**src/rtl/simd_host_loader_if.sv**
```systemverilog
// Host-side bundle for simd_host_loader: command channel, load word stream and readback word stream.
interface simd_host_loader_if #(
   parameter int DATA_WIDTH = 32,
   parameter int ADDR_WIDTH = 10
);
   logic                  cmd_valid;
   logic                  cmd_ready;
   logic [1:0]            cmd_op;
   logic [ADDR_WIDTH-1:0] cmd_addr;
   logic [ADDR_WIDTH:0]   cmd_len;
   logic                  s_valid;
   logic                  s_ready;
   logic [DATA_WIDTH-1:0] s_data;
   logic                  s_last;
   logic                  m_valid;
   logic                  m_ready;
   logic [DATA_WIDTH-1:0] m_data;
   logic                  m_last;

   modport master (
      output cmd_valid, cmd_op, cmd_addr, cmd_len, s_valid, s_data, s_last, m_ready,
      input  cmd_ready, s_ready, m_valid, m_data, m_last
   );

   modport slave (
      input  cmd_valid, cmd_op, cmd_addr, cmd_len, s_valid, s_data, s_last, m_ready,
      output cmd_ready, s_ready, m_valid, m_data, m_last
   );
endinterface

```
**src/rtl/simd_host_loader.sv**
```systemverilog
// Packs PS stream words into BRAM A/B rows or INS words, and serialises BRAM R rows back out.
// Optional macro SIMD_LOADER_PAD_EN: an early s_last zero-fills and writes the partial unit.
module simd_host_loader #(
   parameter int PE_COUNT       = 8,
   parameter int DATA_WIDTH     = 32,
   parameter int BRAM_DEPTH     = 1024,
   parameter int ADDR_WIDTH     = $clog2(BRAM_DEPTH),
   parameter int INS_ADDR_WIDTH = 10,
   parameter int INS_WIDTH      = 64
) (
   input  logic                           clk,
   input  logic                           rstn,
   simd_host_loader_if.slave              host,
   output logic                           bram_a_wr_en,
   output logic [ADDR_WIDTH-1:0]          bram_a_wr_addr,
   output logic [PE_COUNT*DATA_WIDTH-1:0] bram_a_wr_data,
   output logic                           bram_b_wr_en,
   output logic [ADDR_WIDTH-1:0]          bram_b_wr_addr,
   output logic [PE_COUNT*DATA_WIDTH-1:0] bram_b_wr_data,
   output logic                           bram_ins_wr_en,
   output logic [INS_ADDR_WIDTH-1:0]      bram_ins_wr_addr,
   output logic [INS_WIDTH-1:0]           bram_ins_wr_data,
   output logic [ADDR_WIDTH-1:0]          bram_r_r_addr,
   input  logic [PE_COUNT*DATA_WIDTH-1:0] bram_r_r_data,
   output logic                           busy,
   output logic                           err
);
   localparam int INS_WORDS = INS_WIDTH / DATA_WIDTH;
   localparam int LANES     = (PE_COUNT > INS_WORDS) ? PE_COUNT : INS_WORDS;
   localparam int LANE_W    = $clog2(LANES);
   localparam logic [ADDR_WIDTH-1:0] LAST_ROW = ADDR_WIDTH'(BRAM_DEPTH - 1);
   localparam logic [ADDR_WIDTH:0]   ONE_UNIT = 1;

   typedef enum logic [2:0] {IDLE, LOAD, WRITE, RD_REQ, RD_WAIT, RD_EMIT} state_t;

   state_t                    state;
   logic [1:0]                op;
   logic [ADDR_WIDTH-1:0]     addr;
   logic [INS_ADDR_WIDTH-1:0] ins_addr;
   logic [ADDR_WIDTH:0]       units_left;
   logic [LANE_W-1:0]         lane;
   logic                      stop;
   logic [DATA_WIDTH-1:0]     pack  [LANES];
   logic [DATA_WIDTH-1:0]     shift [PE_COUNT];
   logic                      unit_end;
   logic                      final_unit;
   logic [ADDR_WIDTH-1:0]     next_row;

   assign unit_end   = lane == ((op == 2'd2) ? LANE_W'(INS_WORDS - 1) : LANE_W'(PE_COUNT - 1));
   assign final_unit = units_left == ONE_UNIT;
   assign next_row   = (addr == LAST_ROW) ? '0 : addr + 1'b1;

   always_ff @(posedge clk or negedge rstn) begin
      if (!rstn) begin
         state      <= IDLE;
         op         <= '0;
         addr       <= '0;
         ins_addr   <= '0;
         units_left <= '0;
         lane       <= '0;
         stop       <= 1'b0;
         err        <= 1'b0;
         for (int j = 0; j < LANES; j++) pack[j] <= '0;
         for (int i = 0; i < PE_COUNT; i++) shift[i] <= '0;
      end else begin
         case (state)
            IDLE: begin
               if (host.cmd_valid) begin
                  op         <= host.cmd_op;
                  addr       <= host.cmd_addr;
                  ins_addr   <= INS_ADDR_WIDTH'(host.cmd_addr);
                  units_left <= host.cmd_len;
                  lane       <= '0;
                  stop       <= 1'b0;
                  err        <= 1'b0;
                  if (host.cmd_len != '0)
                     state <= (host.cmd_op == 2'd3) ? RD_REQ : LOAD;
               end
            end
            LOAD: begin
               if (host.s_valid) begin
                  for (int j = 0; j < LANES; j++) begin
                     if (LANE_W'(j) == lane)
                        pack[j] <= host.s_data;
`ifdef SIMD_LOADER_PAD_EN
                     else if (host.s_last && (LANE_W'(j) > lane))
                        pack[j] <= '0;
`endif
                  end
                  lane <= lane + 1'b1;
                  if (unit_end) begin
                     lane  <= '0;
                     state <= WRITE;
                     if (final_unit && !host.s_last)
                        err <= 1'b1;
                     if (!final_unit && host.s_last) begin
                        stop <= 1'b1;
`ifndef SIMD_LOADER_PAD_EN
                        err  <= 1'b1;
`endif
                     end
                  end else if (host.s_last) begin
                     lane <= '0;
`ifdef SIMD_LOADER_PAD_EN
                     stop  <= 1'b1;
                     state <= WRITE;
`else
                     err   <= 1'b1;
                     state <= IDLE;
`endif
                  end
               end
            end
            WRITE: begin
               if (op == 2'd2)
                  ins_addr <= ins_addr + 1'b1;
               else
                  addr <= next_row;
               units_left <= units_left - 1'b1;
               state      <= (stop || final_unit) ? IDLE : LOAD;
            end
            RD_REQ: state <= RD_WAIT;
            RD_WAIT: begin
               for (int i = 0; i < PE_COUNT; i++)
                  shift[i] <= bram_r_r_data[i*DATA_WIDTH +: DATA_WIDTH];
               lane  <= '0;
               state <= RD_EMIT;
            end
            RD_EMIT: begin
               // Shifting only on a handshake keeps m_data frozen through backpressure.
               if (host.m_ready) begin
                  for (int i = 0; i < PE_COUNT - 1; i++) shift[i] <= shift[i+1];
                  shift[PE_COUNT-1] <= '0;
                  if (lane == LANE_W'(PE_COUNT - 1)) begin
                     lane       <= '0;
                     addr       <= next_row;
                     units_left <= units_left - 1'b1;
                     state      <= final_unit ? IDLE : RD_REQ;
                  end else begin
                     lane <= lane + 1'b1;
                  end
               end
            end
            default: state <= IDLE;
         endcase
      end
   end

   assign host.cmd_ready = (state == IDLE);
   assign host.s_ready   = (state == LOAD);
   assign host.m_valid   = (state == RD_EMIT);
   assign host.m_data    = shift[0];
   assign host.m_last    = (state == RD_EMIT) && (lane == LANE_W'(PE_COUNT - 1)) && final_unit;
   assign busy           = (state != IDLE);

   assign bram_a_wr_en     = (state == WRITE) && (op == 2'd0);
   assign bram_b_wr_en     = (state == WRITE) && (op == 2'd1);
   assign bram_ins_wr_en   = (state == WRITE) && (op == 2'd2);
   assign bram_a_wr_addr   = addr;
   assign bram_b_wr_addr   = addr;
   assign bram_ins_wr_addr = ins_addr;
   assign bram_r_r_addr    = addr;

   for (genvar g = 0; g < PE_COUNT; g++) begin : g_row
      assign bram_a_wr_data[g*DATA_WIDTH +: DATA_WIDTH] = pack[g];
      assign bram_b_wr_data[g*DATA_WIDTH +: DATA_WIDTH] = pack[g];
   end

   for (genvar g = 0; g < INS_WORDS; g++) begin : g_ins
      assign bram_ins_wr_data[g*DATA_WIDTH +: DATA_WIDTH] = pack[g];
   end
endmodule

```
**src/flat_wrapper.sv**
```systemverilog
// flat-port wrapper written by rule: the top's interface ports become plain ports
module simd_host_loader_flat 
#(
   parameter int PE_COUNT       = 8,
   parameter int DATA_WIDTH     = 32,
   parameter int BRAM_DEPTH     = 1024,
   parameter int ADDR_WIDTH     = $clog2(BRAM_DEPTH),
   parameter int INS_ADDR_WIDTH = 10,
   parameter int INS_WIDTH      = 64
)
  (clk, rstn, bram_a_wr_en, bram_a_wr_addr, bram_a_wr_data, bram_b_wr_en, bram_b_wr_addr, bram_b_wr_data, bram_ins_wr_en, bram_ins_wr_addr, bram_ins_wr_data, bram_r_r_addr, bram_r_r_data, busy, err, host_cmd_valid, host_cmd_op, host_cmd_addr, host_cmd_len, host_s_valid, host_s_data, host_s_last, host_m_ready, host_cmd_ready, host_s_ready, host_m_valid, host_m_data, host_m_last);
  simd_host_loader_if #(.DATA_WIDTH(DATA_WIDTH), .ADDR_WIDTH(ADDR_WIDTH)) host_i ();
  input  logic clk;
  input  logic rstn;
  output logic bram_a_wr_en;
  output logic [ADDR_WIDTH-1:0] bram_a_wr_addr;
  output logic [PE_COUNT*DATA_WIDTH-1:0] bram_a_wr_data;
  output logic bram_b_wr_en;
  output logic [ADDR_WIDTH-1:0] bram_b_wr_addr;
  output logic [PE_COUNT*DATA_WIDTH-1:0] bram_b_wr_data;
  output logic bram_ins_wr_en;
  output logic [INS_ADDR_WIDTH-1:0] bram_ins_wr_addr;
  output logic [INS_WIDTH-1:0] bram_ins_wr_data;
  output logic [ADDR_WIDTH-1:0] bram_r_r_addr;
  input  logic [PE_COUNT*DATA_WIDTH-1:0] bram_r_r_data;
  output logic busy;
  output logic err;
  input wire logic [$bits(host_i.cmd_valid)-1:0] host_cmd_valid;
  input wire logic [$bits(host_i.cmd_op)-1:0] host_cmd_op;
  input wire logic [$bits(host_i.cmd_addr)-1:0] host_cmd_addr;
  input wire logic [$bits(host_i.cmd_len)-1:0] host_cmd_len;
  input wire logic [$bits(host_i.s_valid)-1:0] host_s_valid;
  input wire logic [$bits(host_i.s_data)-1:0] host_s_data;
  input wire logic [$bits(host_i.s_last)-1:0] host_s_last;
  input wire logic [$bits(host_i.m_ready)-1:0] host_m_ready;
  output wire logic [$bits(host_i.cmd_ready)-1:0] host_cmd_ready;
  output wire logic [$bits(host_i.s_ready)-1:0] host_s_ready;
  output wire logic [$bits(host_i.m_valid)-1:0] host_m_valid;
  output wire logic [$bits(host_i.m_data)-1:0] host_m_data;
  output wire logic [$bits(host_i.m_last)-1:0] host_m_last;
  assign host_i.cmd_valid = host_cmd_valid;
  assign host_i.cmd_op = host_cmd_op;
  assign host_i.cmd_addr = host_cmd_addr;
  assign host_i.cmd_len = host_cmd_len;
  assign host_i.s_valid = host_s_valid;
  assign host_i.s_data = host_s_data;
  assign host_i.s_last = host_s_last;
  assign host_i.m_ready = host_m_ready;
  assign host_cmd_ready = host_i.cmd_ready;
  assign host_s_ready = host_i.s_ready;
  assign host_m_valid = host_i.m_valid;
  assign host_m_data = host_i.m_data;
  assign host_m_last = host_i.m_last;
  simd_host_loader #(.PE_COUNT(PE_COUNT), .DATA_WIDTH(DATA_WIDTH), .BRAM_DEPTH(BRAM_DEPTH), .ADDR_WIDTH(ADDR_WIDTH), .INS_ADDR_WIDTH(INS_ADDR_WIDTH), .INS_WIDTH(INS_WIDTH)) u_core (.clk(clk), .rstn(rstn), .host(host_i), .bram_a_wr_en(bram_a_wr_en), .bram_a_wr_addr(bram_a_wr_addr), .bram_a_wr_data(bram_a_wr_data), .bram_b_wr_en(bram_b_wr_en), .bram_b_wr_addr(bram_b_wr_addr), .bram_b_wr_data(bram_b_wr_data), .bram_ins_wr_en(bram_ins_wr_en), .bram_ins_wr_addr(bram_ins_wr_addr), .bram_ins_wr_data(bram_ins_wr_data), .bram_r_r_addr(bram_r_r_addr), .bram_r_r_data(bram_r_r_data), .busy(busy), .err(err));
endmodule
```
**config.mk**
```make
export PLATFORM = sky130hd
export DESIGN_NAME = simd_host_loader_flat
export DESIGN_NICKNAME = d
export VERILOG_FILES = /design/src/rtl/simd_host_loader_if.sv /design/src/rtl/simd_host_loader.sv /design/src/flat_wrapper.sv
export SDC_FILE = /design/constraint.sdc
export NUM_CORES = 1
export LEC_CHECK = 0
export CORE_AREA = 2 2 376 378
export CTS_CLUSTER_DIAMETER = 80
export DETAILED_ROUTE_END_ITERATION = 8
export DIE_AREA = 0 0 378 380
export PLACE_DENSITY = 0.45
export SLEW_MARGIN = 5
export SYNTH_ARGS = -nofsm -noshare
export SYNTH_HDL_FRONTEND = slang
export SYNTH_SLANG_ARGS = --single-unit
```
**constraint.sdc**
```tcl
create_clock -name clk -period 2.1 [get_ports clk]
set_input_delay 0.21 -clock clk [delete_from_list [all_inputs] [get_ports clk]]
set_output_delay 0.21 -clock clk [all_outputs]
set_load 0.02 [all_outputs]
```
Word-level counts from Yosys, hierarchy flattened. Index checks and enable logic that the tools add are counted.

Input bits: 317. Output and inout bits: 657. Register bits: 553.

Add/sub/neg operators: 4. Muxes and demuxes: 44. Equal/unequal tests: 30. Reduce and logical (&&, ||, !) cells: 37.

Operator list (number): $pmux W256 S2 (1); $mux W256 (1); $mux W10 (6); $mux W3 (14); $mux W11 (3); $pmux W11 S3 (1); $pmux W10 S3 (1); $reduce_and A3 Y1 (9); $add A10 B1 Y10 const B (2); $pmux W10 S2 (1); $pmux W3 S6 (1); $reduce_and A5 Y1 (3); $eq A3 B3 Y1 const A (4); $pmux W3 S4 (1); $eq A11 B1 Y1 const B (1); $reduce_bool A11 Y1 (1); $sub A11 B1 Y11 const B (1); $eq A10 B10 Y1 const B (1); $mux W1 (10); $ne A2 B1 Y1 const B (5); $eq A3 B3 Y1 const B (3); $ne A2 B2 Y1 const B (4); $reduce_and A4 Y1 (2); $logic_and A1 B1 Y1 (7); other kinds (21) (32).

Logic depth before layout (Yosys ltp).
Depth after elaboration: 7. Depth in mapped cells: 8. Gate-level depth less buffers: 7.

Least setup slack after synthesis. OpenSTA, ideal clock, no wires.

Path type: register to register. Start: reg u_core.state[2]. End: reg u_core.state[0]. Required time: 1975 ps. Stages on the path, launching flop included: 6. Setup time: 125 ps. Arrival: 1983 ps. Path slack: -8 ps. Path through: dfrtp_1 > buf_2 > nor3_1 > and4_1 > a2111oi_4 > mux2_4.

Longest elaborated chain between the ends: 3. Elaborated cells between the ends (all ways): 14. Classes of those cells: eq/ne (11); mux (1); reduce/logical (2).

RTL lines: start, declared (line simd_host_loader.sv:36) `state_t state;`; start signal, assigned (line simd_host_loader.sv:77) `state <= (host.cmd_op == 2'd3) ? RD_REQ : LOAD;`; start signal, assigned (line simd_host_loader.sv:120) `state <= (stop || final_unit) ? IDLE : LOAD;`; start signal, assigned (line simd_host_loader.sv:138) `state <= final_unit ? IDLE : RD_REQ;`; $logic_not A3 Y1 (*); via host_cmd_ready (line flat_wrapper.sv:36) `output wire logic [$bits(host_i.cmd_ready)-1:0] host_cmd_ready;`; $ne A2 B1 Y1 (no line) or $ne A2 B2 Y1 (tied branches); $reduce_and A6 Y1 (no line).

Mark *: on every way through the listed nets, which the timed path passes. The rest lies on a longest branch. A chain may end at the register's enable or synchronous reset.

Final worst setup path.
Start: reg u_core.units_left[5]. End: out host_m_last.

Longest elaborated chain between the ends: 2.

RTL lines: start, declared (line simd_host_loader.sv:40) `logic [ADDR_WIDTH:0] units_left;`; start signal, assigned (line simd_host_loader.sv:72) `units_left <= host.cmd_len;`; start signal, assigned (line simd_host_loader.sv:119) `units_left <= units_left - 1'b1;`; start signal, assigned (line simd_host_loader.sv:137) `units_left <= units_left - 1'b1;`; $eq A11 B1 Y1 (line simd_host_loader.sv:50) `assign final_unit = units_left == ONE_UNIT;`; $logic_and A1 B1 Y1 (line simd_host_loader.sv:153) `assign host.m_last = (state == RD_EMIT) && (lane == LANE_W'(PE_COUNT - 1)) && final_unit;`; end, declared (line flat_wrapper.sv:40) `output wire logic [$bits(host_i.m_last)-1:0] host_m_last;`.

No other way between the ends.

==> metrics.md <==
| Metric | Value |
|---|---|
| Flops & latches, synth | `around 550` |
| Core ar. | `between 100000 and 150000 um2` |
| Die width | `about 380 um` |
| Hold WC Path Type | `in -> async` |
| VDD IR max | `roughly 670 uV` |
| Max_slew headroom | `between 50% and 60%` |
| Post-synth top area cell | `dfrtp_1` |
| Failing checks | `setup timing` |
| Hpwl dp | `between 80000 and 90000 um` |
| DR DRC count | `0` |
| Via/cell ratio | `3.946` |
| Fraction of synthesized cell area taken by the top area cell type | `52.38%` |
| CTS Buffer Depth | `3` |
| Worst EP arrival | `between 2 and 2.5 ns` |
| Outcome | `finished with violations` |
| Met3 Use GR | `around 4.9%` |
| R2R depth | `8` |
| Final wirelength | `between 100000 and 150000 um` |
| CP Capture Type | `primary output` |
| Achievable frequency | `~0.40 GHz` |
| Tmin final | `between 2 and 3 ns` |
| GR Util met2 | `between 20 and 30%` |
| Combinational power share | `between 40% and 50%` |
| FF-to-FF setup slack | `-0.10 ns` |
| Ys flop type | `dfrtp_1` |
| Total iterations of the first detailed-routing run | `5` |
| Pin count of the biggest net entering global routing | `between 70 and 80` |
| Vias post-DR | `~20000` |
| Worst Clk Skew | `0.01861 ns` |
| # rows | `~140` |
| Root buf cell | `clkbuf_16` |
| Number of global-route vias before repair | `around 20000` |
| Die Span Y | `roughly 380 um` |
| Syn avg cell area | `about 12 um2` |
| Top Ports | `974` |
| # port buffers | `973` |
| Layout Utilization | `roughly 29%` |
| Hold WS | `about 0.12 ns` |
| Crit-path max FO | `2` |
| Setup ws final | `-0.4130 ns` |
| Commonest non-fill, non-tap cells in the layout | `clkdlybuf4s50_1, dfrtp_1, mux2_2` |
| Layout cells sized above 1 | `between 20% and 30%` |
| Critical path class | `reg -> out` |
| DP Worst Slack | `-0.2509 ns` |
| GP Congestion | `~0.80` |
| GRT met1 Usage | `between 10% and 20%` |
| Die area | `between 100000 and 150000 um2` |
| Clk pwr share | `between 20% and 30%` |
| Antenna violations before repair | `42` |
| Sw power | `24630 uW` |
| Post-synth EDFFs | `0` |
| CTS tree | `done` |
| Initial DRC count | `889` |
| RSZ-0062 raised after global routing | `yes` |
| Int Pwr | `36910 uW` |
| Post-Syn Area | `26420 um2` |
| Post-route ant nets | `0` |
| Worst r2r dst | `u_core.err` |
| Final setup vio count | `21` |
| Worst Path Required | `about 1.9 ns` |
| RR Startpoint | `u_core.units_left[5]` |
| Sequential Power Share | `a little under a third` |
| Yosys warns | `0` |
| # Max-Cap Violations | `0` |
| Mapped Nets | `2617` |
| Placed Cells | `about 4800` |
| Most common cell after layout, fill and taps aside | `clkdlybuf4s50_1` |
| Most area-consuming cells after synthesis | `dfrtp_1, buf_4, mux2_2` |
| PD cells | `~1500 nW/um2` |
| Worst skew pair latency | `about 0.66 ns` |
| Grt total ovfl | `0` |
| First-pass GRT wire length | `around 160000 um` |
| Wire per inst | `between 20 and 25 um` |
| Top Usage Layer GRT | `met2` |
| Asr flop ratio synth | `100.0%` |
| Unique masters post-synth | `59` |
| H-tree Lvls | `3` |
| Final hold violations | `0` |
| Startpoint types | `register` |
| All-Layer GR Usage | `roughly 15%` |
| Fin nets | `3357` |
| Fin. max-slew vios | `0` |
| Fin cells | `roughly 5000` |
| Reg clk slew, reported paths | `approximately 0.05 ns` |
| Sw Share | `40.03%` |
| Effective utilization at floorplan | `a little under a fifth` |
| Cts bufs inserted | `73` |
| Clock tree sinks | `between 500 and 600` |
| Mapped Cells | `around 2300` |
| Leakage | `about 0.017 uW` |
| Seq/Total Area, Yosys | `a little over half` |
| Worst-Margin Slew | `~0.73 ns` |
| Area Growth Syn to Fin | `51.35%` |
| Fin crit share | `119.7%` |
## final cells by class
| class | count | area (um2) |
|---|---|---|
| diodes | 6 | 15.01 |
| clock buffers | 105 | 2110 |
| clock inverters | 22 | 309.0 |
| fillers | 14617 | 99200 |
| inverters | 11 | 67.56 |
| multi-input cells | 1230 | 9388 |
| flip-flops and latches | 553 | 13870 |
| well taps | 1876 | 2347 |
| repair buffers | 1160 | 11880 |
## flip-flops by register name, summed over array words and instances (netlist names)
register	flops
u_core.state	3
u_core.shift	224
u_core.host.m_data	32
u_core.units_left	11
u_core.err	1
u_core.op	2
u_core.bram_ins_wr_addr	10
u_core.bram_a_wr_data	256
u_core.lane	3
u_core.bram_a_wr_addr	10
u_core.stop	1
## how the worst max path moves through the flow
| stage | endpoint | slack (ns) | startpoint |
|---|---|---|---|
| after floorplan | u_core.err | 0.007 | u_core.units_left[4] |
| after global placement | host_m_last | -0.26 | u_core.units_left[5] |
| after detailed placement | host_m_last | -0.25 | u_core.units_left[5] |
| after CTS | host_m_last | -0.51 | u_core.units_left[5] |
| after global routing | host_m_last | -0.53 | u_core.units_left[5] |
| final | host_m_last | -0.41 | u_core.units_left[5] |
## Yosys cell counts, types with 19 or more instances
master and count:
buf_2 25, nand2_1 253, a21oi_1 34, a22o_1 32, o21ai_0 256, mux2i_1 226
buf_6 21, nor2_1 33, buf_4 388, clkbuf_1 61, mux2_2 254, nand3_1 19
dfrtp_1 553
## through the flow
stage | power (uW) | area, um2 | setup TNS [ns]
after floorplan | 35410 | 26420 | 0
after global placement | 47550 | 36560 | -0.4315
after detailed placement | 47790 | 36560 | -0.4041
after CTS | 60610 | 39010 | -1.202
after global routing | 65040 | 39980 | -5.014
final | 61540 | 39990 | -1.226
## kinds of logic after synthesis
family          Yosys count  share of synthesized area (%)
flops                   553                          52.38
buf+inv                 506                          13.42
mux                     487                          19.74
compound gates          366                          7.919
simple gates            366                          6.019
fa+ha+maj                11                         0.5209
## layer usage
metal	wire length [um]	vias to the layer above
met5	412	-
met4	2477	62
met3	7837	171
met2	59970	692
met1	42800	9621
li1	-	9040
## critical path, stage by stage (launching register included)
cell and delay [ns]:
dfrtp_1 0.38, or4_4 0.56, nor3_4 0.14, and4b_1 0.25, and3_4 0.20, buf_6 0.12
## power by group through the flow
stage / Clock, uW / Sequential (uW) / Combinational (uW)
detailed placement: 0 / 19400 / 28400
CTS: 13200 / 19300 / 28100
global placement: 0 / 19300 / 28200
global route: 13600 / 19700 / 31700
finish: 12800 / 19100 / 29700
floorplan: 0 / 19300 / 16100
## what timing repair did
item,4_1_cts,5_1_grt
gates resized for setup,171,164
setup endpoints to repair,140,116
cloned,0,7
pin swaps,3,11
endpoints found under the hold margin,288,0
setup buffers,4,40
hold buffers,1,0
(Power assumes the default switching activity.)
